### config.mk
export PLATFORM = sky130hd
export DESIGN_NAME = hsid_mse_lanes_flat
export DESIGN_NICKNAME = d
export VERILOG_FILES = /design/src/rtl/hsid_mse_lanes_if.sv /design/src/rtl/hsid_mse_lanes.sv /design/src/flat_wrapper.sv
export SDC_FILE = /design/constraint.sdc
export NUM_CORES = 2
export LEC_CHECK = 0
export BUFFER_PORTS_ARGS = -buffer_cell sky130_fd_sc_hd__buf_2
export CAP_MARGIN = 20
export CORE_MARGIN = 5
export CORE_UTILIZATION = 44
export CTS_CLUSTER_DIAMETER = 80
export CTS_CLUSTER_SIZE = 8
export DETAILED_ROUTE_END_ITERATION = 6
export PLACE_DENSITY = 0.57
export RECOVER_POWER = 25
export SETUP_SLACK_MARGIN = 0.5
export SKIP_CTS_REPAIR_TIMING = 1
export SYNTH_ARGS = -nofsm -noshare
export SYNTH_HDL_FRONTEND = slang
export SYNTH_SLANG_ARGS = --single-unit
### constraint.sdc
create_clock -name clk -period 20.3 [get_ports clk]
set_input_delay 4.06 -clock clk [delete_from_list [all_inputs] [get_ports clk]]
set_output_delay 4.06 -clock clk [all_outputs]
set_load 0.1 [all_outputs]
### src/rtl/hsid_mse_lanes_if.sv
// Band-pack input and mean-result output handshakes of the mean-error engine.
interface hsid_mse_lanes_if #(
    parameter int WORD_WIDTH        = 32,
    parameter int HSP_BANDS_WIDTH   = 9,
    parameter int HSP_LIBRARY_WIDTH = 8
);
    logic                         mode;
    logic                         band_pack_valid;
    logic                         band_pack_ready;
    logic                         band_pack_start;
    logic                         band_pack_last;
    logic [WORD_WIDTH-1:0]        band_pack_a;
    logic [WORD_WIDTH-1:0]        band_pack_b;
    logic [HSP_LIBRARY_WIDTH-1:0] hsp_ref;
    logic [HSP_BANDS_WIDTH-1:0]   hsp_bands;
    logic [WORD_WIDTH-1:0]        mse_value;
    logic [HSP_LIBRARY_WIDTH-1:0] mse_ref;
    logic                         mse_valid;
    logic                         mse_ready;
    logic                         acc_of;
    logic                         div_zero;

    modport master (
        output mode, band_pack_valid, band_pack_start, band_pack_last,
               band_pack_a, band_pack_b, hsp_ref, hsp_bands, mse_ready,
        input  band_pack_ready, mse_value, mse_ref, mse_valid, acc_of, div_zero
    );

    modport slave (
        input  mode, band_pack_valid, band_pack_start, band_pack_last,
               band_pack_a, band_pack_b, hsp_ref, hsp_bands, mse_ready,
        output band_pack_ready, mse_value, mse_ref, mse_valid, acc_of, div_zero
    );
endinterface

### src/rtl/hsid_mse_lanes.sv
// Mean squared/absolute error engine: per-lane difference terms, vector
// accumulation, lane sum, then a bit-serial restoring divide by the band count.
module hsid_mse_lane #(
    parameter int DW    = 16,
    parameter int ACC_W = 40
) (
    input  logic             clk,
    input  logic             flush,
    input  logic             fire,
    input  logic             mode,
    input  logic [DW-1:0]    a,
    input  logic [DW-1:0]    b,
    input  logic             e1_vld,
    input  logic             e1_start,
    input  logic             drain,
    output logic [ACC_W-1:0] acc,
    output logic             ovf
);
    logic [DW-1:0]   d;
    logic [2*DW-1:0] term, term_nx;
    logic [ACC_W:0]  sum;

    assign d       = (a >= b) ? a - b : b - a;
    assign term_nx = mode ? (2*DW)'(d) : (2*DW)'(d) * (2*DW)'(d);
    assign sum     = {1'b0, acc} + {1'b0, ACC_W'(term)};

    always_ff @(posedge clk) begin
        if (flush) begin
            term <= '0;
            acc  <= '0;
            ovf  <= 1'b0;
        end else begin
            if (fire) term <= term_nx;
            if (e1_vld) begin
                if (e1_start) begin
                    acc <= ACC_W'(term);
                    ovf <= 1'b0;
                end else begin
                    acc <= sum[ACC_W-1:0];
                    ovf <= ovf | sum[ACC_W];
                end
            end else if (drain) begin
                acc <= '0;
                ovf <= 1'b0;
            end
        end
    end
endmodule

module hsid_mse_lanes #(
    parameter int WORD_WIDTH        = 32,
    parameter int CHANNELS          = 2,
    parameter int DATA_WIDTH_ACC    = 40,
    parameter int HSP_BANDS_WIDTH   = 9,
    parameter int HSP_LIBRARY_WIDTH = 8
) (
    input  logic             clk,
    input  logic             rst,
    input  logic             clear,
    hsid_mse_lanes_if.slave  bus,
    output logic             busy
);
    localparam int DATA_WIDTH = WORD_WIDTH / CHANNELS;
    localparam int SUM_W      = DATA_WIDTH_ACC + $clog2(CHANNELS);
    localparam int BW         = HSP_BANDS_WIDTH;
    localparam int CW         = $clog2(SUM_W);

    typedef enum logic [1:0] {IDLE, RUN, HOLD} state_t;

    logic flush, fire, load, pending, mode_q, mode_eff;
    logic e1_vld, e1_start, e1_last, e2_open, e2_done, e3_full, e3_ovf, ovf_q;
    logic [HSP_LIBRARY_WIDTH-1:0] e1_ref, e2_ref, e3_ref;
    logic [BW-1:0]                e1_bands, e2_bands, e3_bands;
    logic [CHANNELS-1:0][DATA_WIDTH_ACC-1:0] lane_acc;
    logic [CHANNELS-1:0]          lane_ovf;
    logic [SUM_W-1:0]             lane_sum, e3_sum, dvd, quo_nx;
    logic [BW-1:0]                dvs, rem, rem_nx;
    logic [BW:0]                  shifted, diff;
    logic                         ge, sat;
    logic [SUM_W+WORD_WIDTH-1:0]  qx;
    logic [CW-1:0]                cnt;
    state_t                       state;

    assign flush               = rst | clear;
    assign bus.band_pack_ready = ~pending & ~flush;
    assign fire                = bus.band_pack_valid & bus.band_pack_ready;
    assign mode_eff            = bus.band_pack_start ? bus.mode : mode_q;
    assign load                = e3_full & ((state == IDLE) | ((state == HOLD) & bus.mse_ready));
    assign busy                = e1_vld | e2_open | e2_done | e3_full | (state != IDLE);

    for (genvar i = 0; i < CHANNELS; i++) begin : g_lane
        hsid_mse_lane #(.DW(DATA_WIDTH), .ACC_W(DATA_WIDTH_ACC)) u_lane (
            .clk      (clk),
            .flush    (flush),
            .fire     (fire),
            .mode     (mode_eff),
            .a        (bus.band_pack_a[i*DATA_WIDTH +: DATA_WIDTH]),
            .b        (bus.band_pack_b[i*DATA_WIDTH +: DATA_WIDTH]),
            .e1_vld   (e1_vld),
            .e1_start (e1_start),
            .drain    (e2_done),
            .acc      (lane_acc[i]),
            .ovf      (lane_ovf[i])
        );
    end

    always_comb begin
        lane_sum = '0;
        for (int i = 0; i < CHANNELS; i++) lane_sum = lane_sum + SUM_W'(lane_acc[i]);
    end

    // One restoring step: dividend bits leave the top of dvd, quotient bits enter the bottom.
    assign shifted = {rem, dvd[SUM_W-1]};
    assign diff    = shifted - {1'b0, dvs};
    assign ge      = shifted >= {1'b0, dvs};
    assign rem_nx  = ge ? diff[BW-1:0] : shifted[BW-1:0];
    assign quo_nx  = {dvd[SUM_W-2:0], ge};
    assign qx      = {{WORD_WIDTH{1'b0}}, quo_nx};
    assign sat     = |qx[SUM_W+WORD_WIDTH-1:WORD_WIDTH];

    always_ff @(posedge clk) begin
        if (flush) begin
            pending <= 1'b0; mode_q <= 1'b0;
            e1_vld <= 1'b0; e1_start <= 1'b0; e1_last <= 1'b0; e1_ref <= '0; e1_bands <= '0;
            e2_open <= 1'b0; e2_done <= 1'b0; e2_ref <= '0; e2_bands <= '0;
            e3_full <= 1'b0; e3_ovf <= 1'b0; e3_sum <= '0; e3_ref <= '0; e3_bands <= '0;
            dvd <= '0; dvs <= '0; rem <= '0; cnt <= '0; ovf_q <= 1'b0;
            state <= IDLE;
            bus.mse_value <= '0; bus.mse_ref <= '0; bus.mse_valid <= 1'b0;
            bus.acc_of <= 1'b0; bus.div_zero <= 1'b0;
        end else begin
            e1_vld <= fire;
            if (fire) begin
                mode_q   <= mode_eff;
                e1_start <= bus.band_pack_start;
                e1_last  <= bus.band_pack_last;
                e1_ref   <= bus.hsp_ref;
                e1_bands <= bus.hsp_bands;
            end
            if (fire && bus.band_pack_last) pending <= 1'b1;
            else if (load)                  pending <= 1'b0;

            e2_done <= e1_vld & e1_last;
            if (e1_vld) begin
                e2_open <= ~e1_last;
                if (e1_last) begin
                    e2_ref   <= e1_ref;
                    e2_bands <= e1_bands;
                end
            end

            if (e2_done) begin
                e3_full  <= 1'b1;
                e3_sum   <= lane_sum;
                e3_ovf   <= |lane_ovf;
                e3_ref   <= e2_ref;
                e3_bands <= e2_bands;
            end else if (load) begin
                e3_full <= 1'b0;
            end

            case (state)
                RUN: begin
                    dvd <= quo_nx;
                    rem <= rem_nx;
                    cnt <= cnt + 1'b1;
                    if (cnt == CW'(SUM_W-1)) begin
                        state          <= HOLD;
                        bus.mse_valid  <= 1'b1;
                        bus.mse_value  <= sat ? '1 : qx[WORD_WIDTH-1:0];
                        bus.acc_of     <= sat | ovf_q;
                        bus.div_zero   <= 1'b0;
                    end
                end
                HOLD: if (bus.mse_ready) begin
                    state         <= IDLE;
                    bus.mse_valid <= 1'b0;
                end
                default: ;
            endcase

            if (load) begin
                dvd         <= e3_sum;
                dvs         <= e3_bands;
                rem         <= '0;
                cnt         <= '0;
                ovf_q       <= e3_ovf;
                bus.mse_ref <= e3_ref;
                if (e3_bands == '0) begin
                    state         <= HOLD;
                    bus.mse_valid <= 1'b1;
                    bus.mse_value <= '1;
                    bus.div_zero  <= 1'b1;
                    bus.acc_of    <= e3_ovf;
                end else begin
                    state         <= RUN;
                    bus.mse_valid <= 1'b0;
                end
            end
        end
    end
endmodule

### src/flat_wrapper.sv
// flat-port wrapper written by rule: the top's interface ports become plain ports
module hsid_mse_lanes_flat 
#(
    parameter int WORD_WIDTH        = 32,
    parameter int CHANNELS          = 2,
    parameter int DATA_WIDTH_ACC    = 40,
    parameter int HSP_BANDS_WIDTH   = 9,
    parameter int HSP_LIBRARY_WIDTH = 8
)
  (clk, rst, clear, busy, bus_mode, bus_band_pack_valid, bus_band_pack_start, bus_band_pack_last, bus_band_pack_a, bus_band_pack_b, bus_hsp_ref, bus_hsp_bands, bus_mse_ready, bus_band_pack_ready, bus_mse_value, bus_mse_ref, bus_mse_valid, bus_acc_of, bus_div_zero);
  hsid_mse_lanes_if #(.WORD_WIDTH(WORD_WIDTH), .HSP_BANDS_WIDTH(HSP_BANDS_WIDTH), .HSP_LIBRARY_WIDTH(HSP_LIBRARY_WIDTH)) bus_i ();
  input  logic clk;
  input  logic rst;
  input  logic clear;
  output logic busy;
  input wire logic [$bits(bus_i.mode)-1:0] bus_mode;
  input wire logic [$bits(bus_i.band_pack_valid)-1:0] bus_band_pack_valid;
  input wire logic [$bits(bus_i.band_pack_start)-1:0] bus_band_pack_start;
  input wire logic [$bits(bus_i.band_pack_last)-1:0] bus_band_pack_last;
  input wire logic [$bits(bus_i.band_pack_a)-1:0] bus_band_pack_a;
  input wire logic [$bits(bus_i.band_pack_b)-1:0] bus_band_pack_b;
  input wire logic [$bits(bus_i.hsp_ref)-1:0] bus_hsp_ref;
  input wire logic [$bits(bus_i.hsp_bands)-1:0] bus_hsp_bands;
  input wire logic [$bits(bus_i.mse_ready)-1:0] bus_mse_ready;
  output wire logic [$bits(bus_i.band_pack_ready)-1:0] bus_band_pack_ready;
  output wire logic [$bits(bus_i.mse_value)-1:0] bus_mse_value;
  output wire logic [$bits(bus_i.mse_ref)-1:0] bus_mse_ref;
  output wire logic [$bits(bus_i.mse_valid)-1:0] bus_mse_valid;
  output wire logic [$bits(bus_i.acc_of)-1:0] bus_acc_of;
  output wire logic [$bits(bus_i.div_zero)-1:0] bus_div_zero;
  assign bus_i.mode = bus_mode;
  assign bus_i.band_pack_valid = bus_band_pack_valid;
  assign bus_i.band_pack_start = bus_band_pack_start;
  assign bus_i.band_pack_last = bus_band_pack_last;
  assign bus_i.band_pack_a = bus_band_pack_a;
  assign bus_i.band_pack_b = bus_band_pack_b;
  assign bus_i.hsp_ref = bus_hsp_ref;
  assign bus_i.hsp_bands = bus_hsp_bands;
  assign bus_i.mse_ready = bus_mse_ready;
  assign bus_band_pack_ready = bus_i.band_pack_ready;
  assign bus_mse_value = bus_i.mse_value;
  assign bus_mse_ref = bus_i.mse_ref;
  assign bus_mse_valid = bus_i.mse_valid;
  assign bus_acc_of = bus_i.acc_of;
  assign bus_div_zero = bus_i.div_zero;
  hsid_mse_lanes #(.WORD_WIDTH(WORD_WIDTH), .CHANNELS(CHANNELS), .DATA_WIDTH_ACC(DATA_WIDTH_ACC), .HSP_BANDS_WIDTH(HSP_BANDS_WIDTH), .HSP_LIBRARY_WIDTH(HSP_LIBRARY_WIDTH)) u_core (.clk(clk), .rst(rst), .clear(clear), .bus(bus_i), .busy(busy));
endmodule
==> impl_metrics.tcl <==
set metrics [dict create \
    slew-limit-headroom_pct -494 \
    r2r_start "u_core.g_lane[0].u_lane.acc[9]" \
    setup_viol 0 \
    yosysSeqAreaShare_pct 19.9 \
    die_height_um 296 \
    insertion_delay_ns 0.58 \
    io_pins 134 \
    drtAntennaViolNets 0 \
    antenna_found_initial 0 \
    rsz0062_at_grt "no" \
    gp_congestion 0.877 \
    cts.clk_slew.worst_paths_ns 0.05 \
    hp-class "register to register" \
    htree_num_levels 2 \
    final_area_um2 38900 \
    hpwl_mm 72.5 \
    cts_root_buffer "clkbuf_16" \
    layout.nets 5132 \
    whs_ns 0.449 \
    synth_fp_nets 5088 \
    die_w_um 296 \
    synth_edf_count 0 \
    setup_ws_ns 6.21 \
    avgRoutedWirePerCell_um 17.3 \
    vias 29264 \
    numCtsBuffers 50 \
    finalHoldViolCount 0 \
    drc_errors 0 \
    grt_max_degree 191 \
    crit_path_end_kind "register" \
    port_buffers 133 \
    fin_crit_sh_pct 69.4 \
    cts_buffer_depth 3 \
    ff2ff_path_depth 10 \
    ys_async_sr_fraction_pct 0 \
    max_freq_mhz 71.0 \
    drive_above_1_share_pct 7.11 \
    track_usage_pct 21.3 \
    fillCellCount 8037 \
    violations "capacitance limit, slew limit" \
    maxCapViolations 3 \
    synth-seq-cells 357 \
    worstPathArrival_ns 14.55 \
    register_area_um2 7150 \
    area_growth_pct 8.26 \
    grt_pass1_vias 29499 \
    rows 104 \
    clock_sinks 357 \
    worstPathRequired_ns 20.76 \
    reg2reg_to "u_core.g_lane[0].u_lane.acc[38]" \
    setup_tns_ns 0 \
    crit_end "u_core.g_lane[1].u_lane.term[31]" \
    fp.coreArea_um2 80800 \
    drtIter0Drc 1780 \
    min_path_cells 2 \
    wirelength_mm 93.6 \
    startpoint_type "primary input" \
    synth_area_per_cell_um2 8.37 \
    worstMarginPinSlew_ns 8.92 \
    num_antenna_cells 0 \
    cts_tree "built" \
    first_pass_iters 5 \
    initial_core_util_pct 44.5 \
    critPathLaunch "rst" \
    grt.overflow.total 0 \
    syn_inst 4297 \
    grt_pass1_wl_mm 155 \
    crit_type "primary input to register" \
    outcome "finished with violations" \
    synth_cell_types 89 \
    period_minus_slack_ns 14.09 \
    netlist_area_um2 36000 \
    design.die.area_um2 87500 \
    placed_area_um2 37700 \
    clock_skew_ns 0.0202 \
    dp_slack_ns 6.31 \
    multi_input_area_um2 25900 \
    routed_via_density 5.42 \
    yosys_warnings 0 \
    ys.flop_type "dfxtp_1" \
    worstPathMaxFanout 190 \
    drv_slew 314 \
    r2r_setup_slack_ns 16.13 \
]
## routing by layer
layer	wire (um)	part of all wire (%)	up-vias	GRT usage (%)
li1	-	-	14640	-
met1	46100	49	13979	30.9
met2	42400	45	543	35.5
met3	3680	3.9	102	1.96
met4	1350	1.4	0	3.57
met5	0	0	-	0
## synth_stat cells (18+ instances only)
master    count  area share (%)
a211oi_1     89             1.9
a21o_1      116             2.4
a21oi_1     285             4.0
a22o_1       22            0.54
a22oi_1      53             1.1
a31oi_1      25            0.44
and2_1       26            0.45
and3_1       21            0.37
buf_2        18            0.25
clkbuf_1    152             1.6
dfxtp_1     357              20
fa_1        332              18
ha_1        370              13
inv_1       589             6.1
mux2i_1     104             2.9
nand2_1     378             3.9
nand2b_1     46            0.80
nand3_1      71            0.99
nand4_1      31            0.54
nor2_1      388             4.1
nor2b_1      27            0.47
nor3_1       47            0.65
o211ai_1     32            0.67
o21a_1       29            0.61
o21ai_0     193             2.7
o21bai_1     25            0.52
o22ai_1      46            0.80
xnor2_1     102             2.5
xor2_1       71             1.7
## final cells by class
| cell class | count | share of cell area (%) |
|---|---|---|
| clock inverters | 3 | 0.106 |
| repair buffers | 180 | 2.59 |
| well taps | 1060 | 3.41 |
| inverters | 604 | 5.83 |
| clock buffers | 51 | 3.22 |
| flip-flops and latches | 357 | 18.4 |
| multi-input cells | 3148 | 66.5 |
## registers in the layout, indices dropped and copies added (netlist names), 32 cells and up
register                   count
u_core.g_lane.u_lane.acc      80
u_core.g_lane.u_lane.term     64
u_core.dvd                    41
u_core.e3_sum                 41
u_core.bus.mse_value          32
## cell families after synthesis
kind of cell | share of synthesized area [%]
and+or+nand+nor | 13.6
AOI/OAI and AO/OA | 19.0
buffers and inverters | 8.35
adders and majority gates | 31.4
DFF | 19.9
xor gates and xnor gates | 4.49
muxes | 3.33
## worst min path at each step
stage                                from               endpoint  slack [ns]
finish              u_core.bus.mse_ref[2]  u_core.bus.mse_ref[2]        0.45
global route        u_core.bus.mse_ref[3]  u_core.bus.mse_ref[3]        0.47
CTS                      u_core.e3_ref[7]  u_core.bus.mse_ref[7]        0.45
detailed placement       u_core.e3_ref[6]  u_core.bus.mse_ref[6]        0.45
global placement         u_core.e3_ref[1]  u_core.bus.mse_ref[1]        0.44
floorplan                u_core.e3_ref[0]  u_core.bus.mse_ref[0]        0.43
## worst max-delay path: stages
cell,delay (ns)
clkbuf_1,0.08
or2_0,2.28
clkbuf_1,6.40
nor2_1,0.78
buf_4,0.59
a22o_1,0.25
## layout by cell type, fill, tap and decap left out, drive strengths merged, types with 26 or more instances in the layout
| cell | netlist | layout |
|---|---|---|
| xnor2 | 105 | 105 |
| buf | 36 | 177 |
| nor2b | 27 | 27 |
| ha | 370 | 370 |
| a22oi | 53 | 53 |
| nor2 | 389 | 389 |
| xor2 | 72 | 72 |
| a21oi | 287 | 287 |
| o211ai | 32 | 32 |
| inv | 602 | 604 |
| and2 | 26 | 26 |
| clkbuf | 152 | 54 |
| nand2b | 46 | 46 |
| o22ai | 46 | 46 |
| nand4 | 31 | 31 |
| o21ai | 200 | 200 |
| o21a | 29 | 29 |
| a21o | 116 | 116 |
| dfxtp | 357 | 357 |
| fa | 332 | 332 |
| nor3 | 47 | 47 |
| nand3 | 71 | 71 |
| mux2i | 104 | 104 |
| nand2 | 383 | 383 |
| a211oi | 89 | 89 |
## through the flow
stage               utilization [%]  std cells
CTS                            48.2       5403
global route                   48.2       5403
global placement               46.6       5349
floorplan                         -       4297
finish                         48.2       5403
detailed placement             46.6       5349
Power is left out: the tool's default activity adds up to more than one toggle a clock period on the data nets, which glitch-free logic cannot reach.
